<file path="src/rtl/nn_pkg.sv">
// Shared types and constants for the layer scheduler: FSM state encoding,
// per-layer weight geometry and the unit strobe helper.
package nn_pkg;

  typedef enum logic [2:0] {
    ST_IDLE,
    ST_FETCH,
    ST_DRAIN,
    ST_SUM,
    ST_WAIT_DONE,
    ST_NEXT,
    ST_FIN
  } state_t;

  localparam int WEIGHTS_PER_LAYER = 16;
  localparam int NUM_UNITS         = 4;
  localparam int WEIGHT_W          = 8;

  // One-hot write strobe for the unit addressed by u.
  function automatic logic [NUM_UNITS-1:0] unit_onehot(input logic [1:0] u);
    unit_onehot    = '0;
    unit_onehot[u] = 1'b1;
  endfunction

endpackage

</file>
<file path="src/rtl/rd_pipe.sv">
// Shift register that tracks each outstanding weight read (valid, unit, slot)
// for exactly DEPTH cycles so it lines up with the RAM read data.
module rd_pipe #(
  parameter int DEPTH = 1
) (
  input  logic       clk,
  input  logic       reset,
  input  logic       in_valid,
  input  logic [1:0] in_u,
  input  logic [1:0] in_i,
  output logic       out_valid,
  output logic [1:0] out_u,
  output logic [1:0] out_i
);

  logic [DEPTH-1:0]      valid_q;
  logic [DEPTH-1:0][1:0] u_q;
  logic [DEPTH-1:0][1:0] i_q;

  always_ff @(posedge clk or negedge reset) begin
    if (!reset) begin
      valid_q <= '0;
      u_q     <= '0;
      i_q     <= '0;
    end else begin
      valid_q[0] <= in_valid;
      u_q[0]     <= in_u;
      i_q[0]     <= in_i;
      for (int s = 1; s < DEPTH; s++) begin
        valid_q[s] <= valid_q[s-1];
        u_q[s]     <= u_q[s-1];
        i_q[s]     <= i_q[s-1];
      end
    end
  end

  assign out_valid = valid_q[DEPTH-1];
  assign out_u     = u_q[DEPTH-1];
  assign out_i     = i_q[DEPTH-1];

endmodule

</file>
<file path="src/rtl/layer_scheduler.sv">
// Forward-pass sequencer: streams 16 weights per layer to the four units,
// triggers accumulation, waits for completion and latches the layer outputs.
// Optional busy-cycle counter port enabled by LAYER_SCHED_PERF_EN.
module layer_scheduler
  import nn_pkg::*;
#(
  parameter int NUM_LAYERS = 3,
  parameter int ADDR_W     = 10,
  parameter int BASE_ADDR  = 0,
  parameter int RAM_LAT    = 1
) (
  input  logic                 clk,
  input  logic                 reset,
  input  logic                 start,
  output logic [ADDR_W-1:0]    ram_addr,
  input  logic [WEIGHT_W-1:0]  ram_data,
  output logic [WEIGHT_W-1:0]  weight_out,
  output logic [NUM_UNITS-1:0] weight_we,
  output logic [1:0]           weight_idx,
  output logic                 sum_trigger,
  input  logic [NUM_UNITS-1:0] unit_done,
  output logic                 layer_sel,
  output logic [1:0]           layer,
  output logic                 bank_latch,
  output logic                 busy,
  output logic                 done
`ifdef LAYER_SCHED_PERF_EN
  ,
  output logic [15:0]          cycle_count
`endif
);

  localparam logic [ADDR_W-1:0] BASE       = ADDR_W'(BASE_ADDR);
  localparam logic [3:0]        LAST_K     = 4'(WEIGHTS_PER_LAYER - 1);
  localparam logic [1:0]        LAST_DRAIN = 2'(RAM_LAT - 1);
  localparam logic [1:0]        LAST_LAYER = 2'(NUM_LAYERS - 1);

  state_t                state_reg, state_next;
  logic [3:0]            k_reg, k_next;
  logic [1:0]            drain_reg, drain_next;
  logic [1:0]            layer_reg, layer_next;
  logic                  wait_first_reg, wait_first_next;

  logic [WEIGHT_W-1:0]   weight_out_reg;
  logic [NUM_UNITS-1:0]  weight_we_reg;
  logic [1:0]            weight_idx_reg;

  logic                  pipe_valid;
  logic [1:0]            pipe_u;
  logic [1:0]            pipe_i;

  // Issue counter k doubles as {unit, slot}, so the address is a plain concat.
  assign ram_addr = BASE + ADDR_W'({layer_reg, k_reg});

  rd_pipe #(
    .DEPTH (RAM_LAT)
  ) u_rd_pipe (
    .clk       (clk),
    .reset     (reset),
    .in_valid  (state_reg == ST_FETCH),
    .in_u      (k_reg[3:2]),
    .in_i      (k_reg[1:0]),
    .out_valid (pipe_valid),
    .out_u     (pipe_u),
    .out_i     (pipe_i)
  );

  always_ff @(posedge clk or negedge reset) begin
    if (!reset) begin
      state_reg      <= ST_IDLE;
      k_reg          <= '0;
      drain_reg      <= '0;
      layer_reg      <= '0;
      wait_first_reg <= 1'b0;
    end else begin
      state_reg      <= state_next;
      k_reg          <= k_next;
      drain_reg      <= drain_next;
      layer_reg      <= layer_next;
      wait_first_reg <= wait_first_next;
    end
  end

  always_comb begin
    state_next      = state_reg;
    k_next          = k_reg;
    drain_next      = drain_reg;
    layer_next      = layer_reg;
    wait_first_next = wait_first_reg;
    case (state_reg)
      ST_IDLE: begin
        if (start) begin
          layer_next = '0;
          k_next     = '0;
          state_next = ST_FETCH;
        end
      end
      ST_FETCH: begin
        k_next = k_reg + 4'd1;
        if (k_reg == LAST_K) begin
          drain_next = '0;
          state_next = ST_DRAIN;
        end
      end
      ST_DRAIN: begin
        if (drain_reg == LAST_DRAIN) state_next = ST_SUM;
        else                         drain_next = drain_reg + 2'd1;
      end
      ST_SUM: begin
        wait_first_next = 1'b1;
        state_next      = ST_WAIT_DONE;
      end
      ST_WAIT_DONE: begin
        // Units clear their flags on sum_trigger one cycle late; skip that cycle.
        wait_first_next = 1'b0;
        if (!wait_first_reg && (&unit_done)) state_next = ST_NEXT;
      end
      ST_NEXT: begin
        if (layer_reg == LAST_LAYER) begin
          state_next = ST_FIN;
        end else begin
          layer_next = layer_reg + 2'd1;
          k_next     = '0;
          state_next = ST_FETCH;
        end
      end
      ST_FIN:  state_next = ST_IDLE;
      default: state_next = ST_IDLE;
    endcase
  end

  always_ff @(posedge clk or negedge reset) begin
    if (!reset) begin
      weight_out_reg <= '0;
      weight_we_reg  <= '0;
      weight_idx_reg <= '0;
    end else if (pipe_valid) begin
      weight_out_reg <= ram_data;
      weight_we_reg  <= unit_onehot(pipe_u);
      weight_idx_reg <= pipe_i;
    end else begin
      weight_we_reg  <= '0;
    end
  end

  assign weight_out  = weight_out_reg;
  assign weight_we   = weight_we_reg;
  assign weight_idx  = weight_idx_reg;
  assign sum_trigger = (state_reg == ST_SUM);
  assign bank_latch  = (state_reg == ST_NEXT);
  assign done        = (state_reg == ST_FIN);
  assign busy        = (state_reg != ST_IDLE);
  assign layer       = layer_reg;
  assign layer_sel   = (layer_reg != 2'd0);

`ifdef LAYER_SCHED_PERF_EN
  logic [15:0] cycle_count_reg;

  // Counts FETCH through NEXT; FIN is excluded so the value is final when done pulses.
  always_ff @(posedge clk or negedge reset) begin
    if (!reset) begin
      cycle_count_reg <= '0;
    end else if (state_reg == ST_IDLE) begin
      if (start) cycle_count_reg <= '0;
    end else if (state_reg != ST_FIN && cycle_count_reg != 16'hFFFF) begin
      cycle_count_reg <= cycle_count_reg + 16'd1;
    end
  end

  assign cycle_count = cycle_count_reg;
`endif

endmodule

</file>
<file path="config.mk">
export PLATFORM = sky130hd
export DESIGN_NAME = layer_scheduler
export DESIGN_NICKNAME = d
export VERILOG_FILES = /design/src/rtl/nn_pkg.sv /design/src/rtl/rd_pipe.sv /design/src/rtl/layer_scheduler.sv
export SDC_FILE = /design/constraint.sdc
export NUM_CORES = 1
export LEC_CHECK = 0
export CAP_MARGIN = 20
export CORE_ASPECT_RATIO = 0.6
export CORE_MARGIN = 2
export CORE_UTILIZATION = 40
export DETAILED_ROUTE_END_ITERATION = 8
export GPL_TIMING_DRIVEN = 1
export PLACE_DENSITY_LB_ADDON = 0.12
export SLEW_MARGIN = 30
export SYNTH_ARGS = -nofsm -noshare
export SYNTH_HDL_FRONTEND = slang
export SYNTH_HIERARCHICAL = 1
export SYNTH_SLANG_ARGS = --single-unit
</file>
<file path="constraint.sdc">
create_clock -name clk -period 1.4 [get_ports clk]
set_input_delay 0.14 -clock clk [delete_from_list [all_inputs] [get_ports clk]]
set_output_delay 0.14 -clock clk [all_outputs]
set_load 0.05 [all_outputs]
</file>
==> metrics.yaml <==
gp_congestion: 0.755
vias: 1048
ys_ff_latch: 31
p_clk_share_pct: 11.9
grt_pass1_vias: 1086
dp_cells: 213
end_kind: "flop"
drt_iter0_drc: 56
core_area_mm2: 0.00328
use_met1_pct: 24.0
r2r_start: "state_reg[1]"
fin_crit_sh_pct: 104
hold_viol_final: 0
p_comb_share_pct: 61.5
ir_drop_mv: 1.72
crit_path_start: "state_reg[1]"
clk_pin_slew_ps: 70
dr.pass1.iters: 4
dpl.hpwl_um: 2280
ys_warn_count: 6
grt_max_degree: 32
synth_top_area_cell: "dfrtp_1"
power.internal_uw: 3110
failed_checks: "negative setup slack"
setup_ws_ps: -54.6
cp_top_family: "flip-flops"
r2r_cells: 5
status: "finished, violations left"
setup_viol: 3
slowest_stage: "dfrtp_1"
numCtsBuffers: 5
ctsRootBufferMaster: "clkbuf_8"
dieArea_mm2: 0.00396
wl_per_cell_um: 13.9
path_max_fanout: 4
critPathLaunchType: "flop"
die_y_um: 49.6
met3_usage_pct: 8.79
r2r-end: "drain_reg[0]"
hold_class: "in2async"
synth_area_mm2: 0.00139
power_leakage_uw: 0.00101
max_freq_ghz: 0.687
avgSynthCellArea_um2: 11.5
ff2ff_setup_slack_ps: -50
drt_wl_total_um: 3120
layout.cells.non_filler: 225
drive_gt1_share_pct: 47.8
switching_share_pct: 45.2
synth_top_area_share_pct: 56.0
area_growth_pct: 56.5
maxSlewViolCount: 0
met2_usage_pct: 26.5
rsz0062_at_grt: "true"
fin_skew_ps: 5.81
min_period_ps: 1450
antenna_found_initial: 0
path_cells: "buf_4 > or3b_4 > clkinv_4 > o21ai_2 > mux2_4"
final_core_util_pct: 66.0
crit_buf_inv: 2
ant_nets: 0
cts_tree: "built"
initial_core_util_pct: 42.2
die_w_um: 80.0
clkLatencyLatePin_ps: 280
seq_area_frac_synth_pct: 56.0
grt_pass1_wl_um: 5290
diodes: 0
cts-htree-levels: 2
cp.required_ps: 1570
grt_use_total_pct: 18.1
clock-sinks: 31
portBuffers: 41
crit_type: "reg2reg"
top_usage_layer: "met2"
drc: 0
netlist_instances: 120
cpPeakStageDelay_ps: 420
ios: 46
grt_overflow: 0
worstPathArrival_ps: 1620
netlist_top_cells_area: "dfrtp_1 (56%), mux2_2 (8.1%), buf_4 (3.8%)"
nNetsFinal: 198
synth_cell_types: 35
fp-row-count: 16
p_switching_uw: 2560
clk_path_buf_depth: 2
viasPerCell: 4.66
seq_power_share_pct: 26.6
maxCapViolCount: 0
largest_reg_flops: 8
powerDensity_mw_per_mm2: 2620
layout by cell type (no fill, tap or decap), types with 2 or more instances in the layout:
cell type / count
buf_4: 29
dfrtp_1: 27
clkdlybuf4s50_1: 14
buf_12: 13
nand2_1: 10
mux2_2: 10
nor2_1: 6
clkbuf_8: 5
conb_1: 4
dfrtp_2: 4
inv_1: 3
o21ai_0: 3
a21oi_1: 3
ha_1: 3
clkinv_2: 3
inv_2: 2
nor2_2: 2
nor3b_1: 2
nor2b_1: 2
nand3_1: 2
o21ai_2: 2
o21ai_1: 2
a22o_2: 2
nand2b_1: 2
buf_6: 2
stage by stage:
step	hold slack (ps)	TNS (ps)	worst slack [ps]	power, uW	cell area [um2]
2_1_floorplan	-156	0	9.16	3480	1410
3_3_place_gp	451	0	103	4730	2010
3_5_place_dp	463	0	77.7	4810	2010
4_1_cts	242	-132	-49.1	5650	2140
5_1_grt	260	-452	-91.6	6000	2170
6_report	242	-119	-54.6	5680	2170
per-layer routing:
| metal | wire, um | vias to the layer above |
|---|---|---|
| li1 | - | 507 |
| met1 | 1390 | 503 |
| met2 | 1520 | 36 |
| met3 | 193 | 2 |
| met4 | 15 | 0 |
| met5 | 0 | - |
power by group through the flow:
stage	clock [uW]	combinational (uW)	sequential, uW
floorplan	0	1220	2260
global placement	0	3240	1490
detailed placement	0	3290	1520
CTS	707	3420	1520
global route	752	3680	1560
finish	674	3490	1510
cell usage after synthesis, drive strengths merged:
library cell and instances:
a21boi 1, a21oi 3, a22o 2, a31oi 1
and2 1, and3 2, and3b 1, buf 8
clkbuf 2, clkinv 1, conb 1, dfrtp 31
ha 4, inv 6, mux2 11, nand2 10
nand2b 2, nand3 2, nand3b 1, nand4 1
nor2 9, nor2b 2, nor3 1, nor3b 3
nor4 1, o21ai 7, o21bai 1, o22a 1
or2b 1, or3 1, or3b 1, xor2 1
cells by family (layout without fill, tap and decap cells):
logic type	Yosys count	count (layout)	share of synthesized area, %
AO/OA/AOI/OAI	16	16	7.50
XOR/XNOR	1	1	0.632
adder cells (fa/ha/maj)	4	4	3.61
buffers and inverters	17	74	7.41
flip-flops	31	31	56.0
multiplexers	11	11	9.21
other	1	4	0.271
AND/OR/NAND/NOR	39	39	15.4
layout make-up:
cell class                 instances  area (um2)
inverter                           7        38.8
timing repair buffer              59         656
clock buffer                       5        68.8
clock inverter                     3        15.0
tap                               45        56.3
fill                             248        1110
sequential                        31         781
multi-input combinational         75         553
worst max-delay path by stage:
| stage | endpoint | slack (ps) | cells after the start |
|---|---|---|---|
| final | drain_reg[0] | -50 | 5 |
| after global routing | drain_reg[0] | -90 | 5 |
| after CTS | busy | -50 | 3 |
| after detailed placement | drain_reg[0] | 80 | 4 |
| after global placement | drain_reg[0] | 100 | 4 |
| after floorplan | drain_reg[0] | 9 | 5 |
what timing repair did:
item	in CTS	in global routing
hold buffers	0	0
setup buffers	3	2
setup endpoints to repair	4	11
gates resized for setup	12	6
No activity file was read; power rests on OpenSTA's default activity.
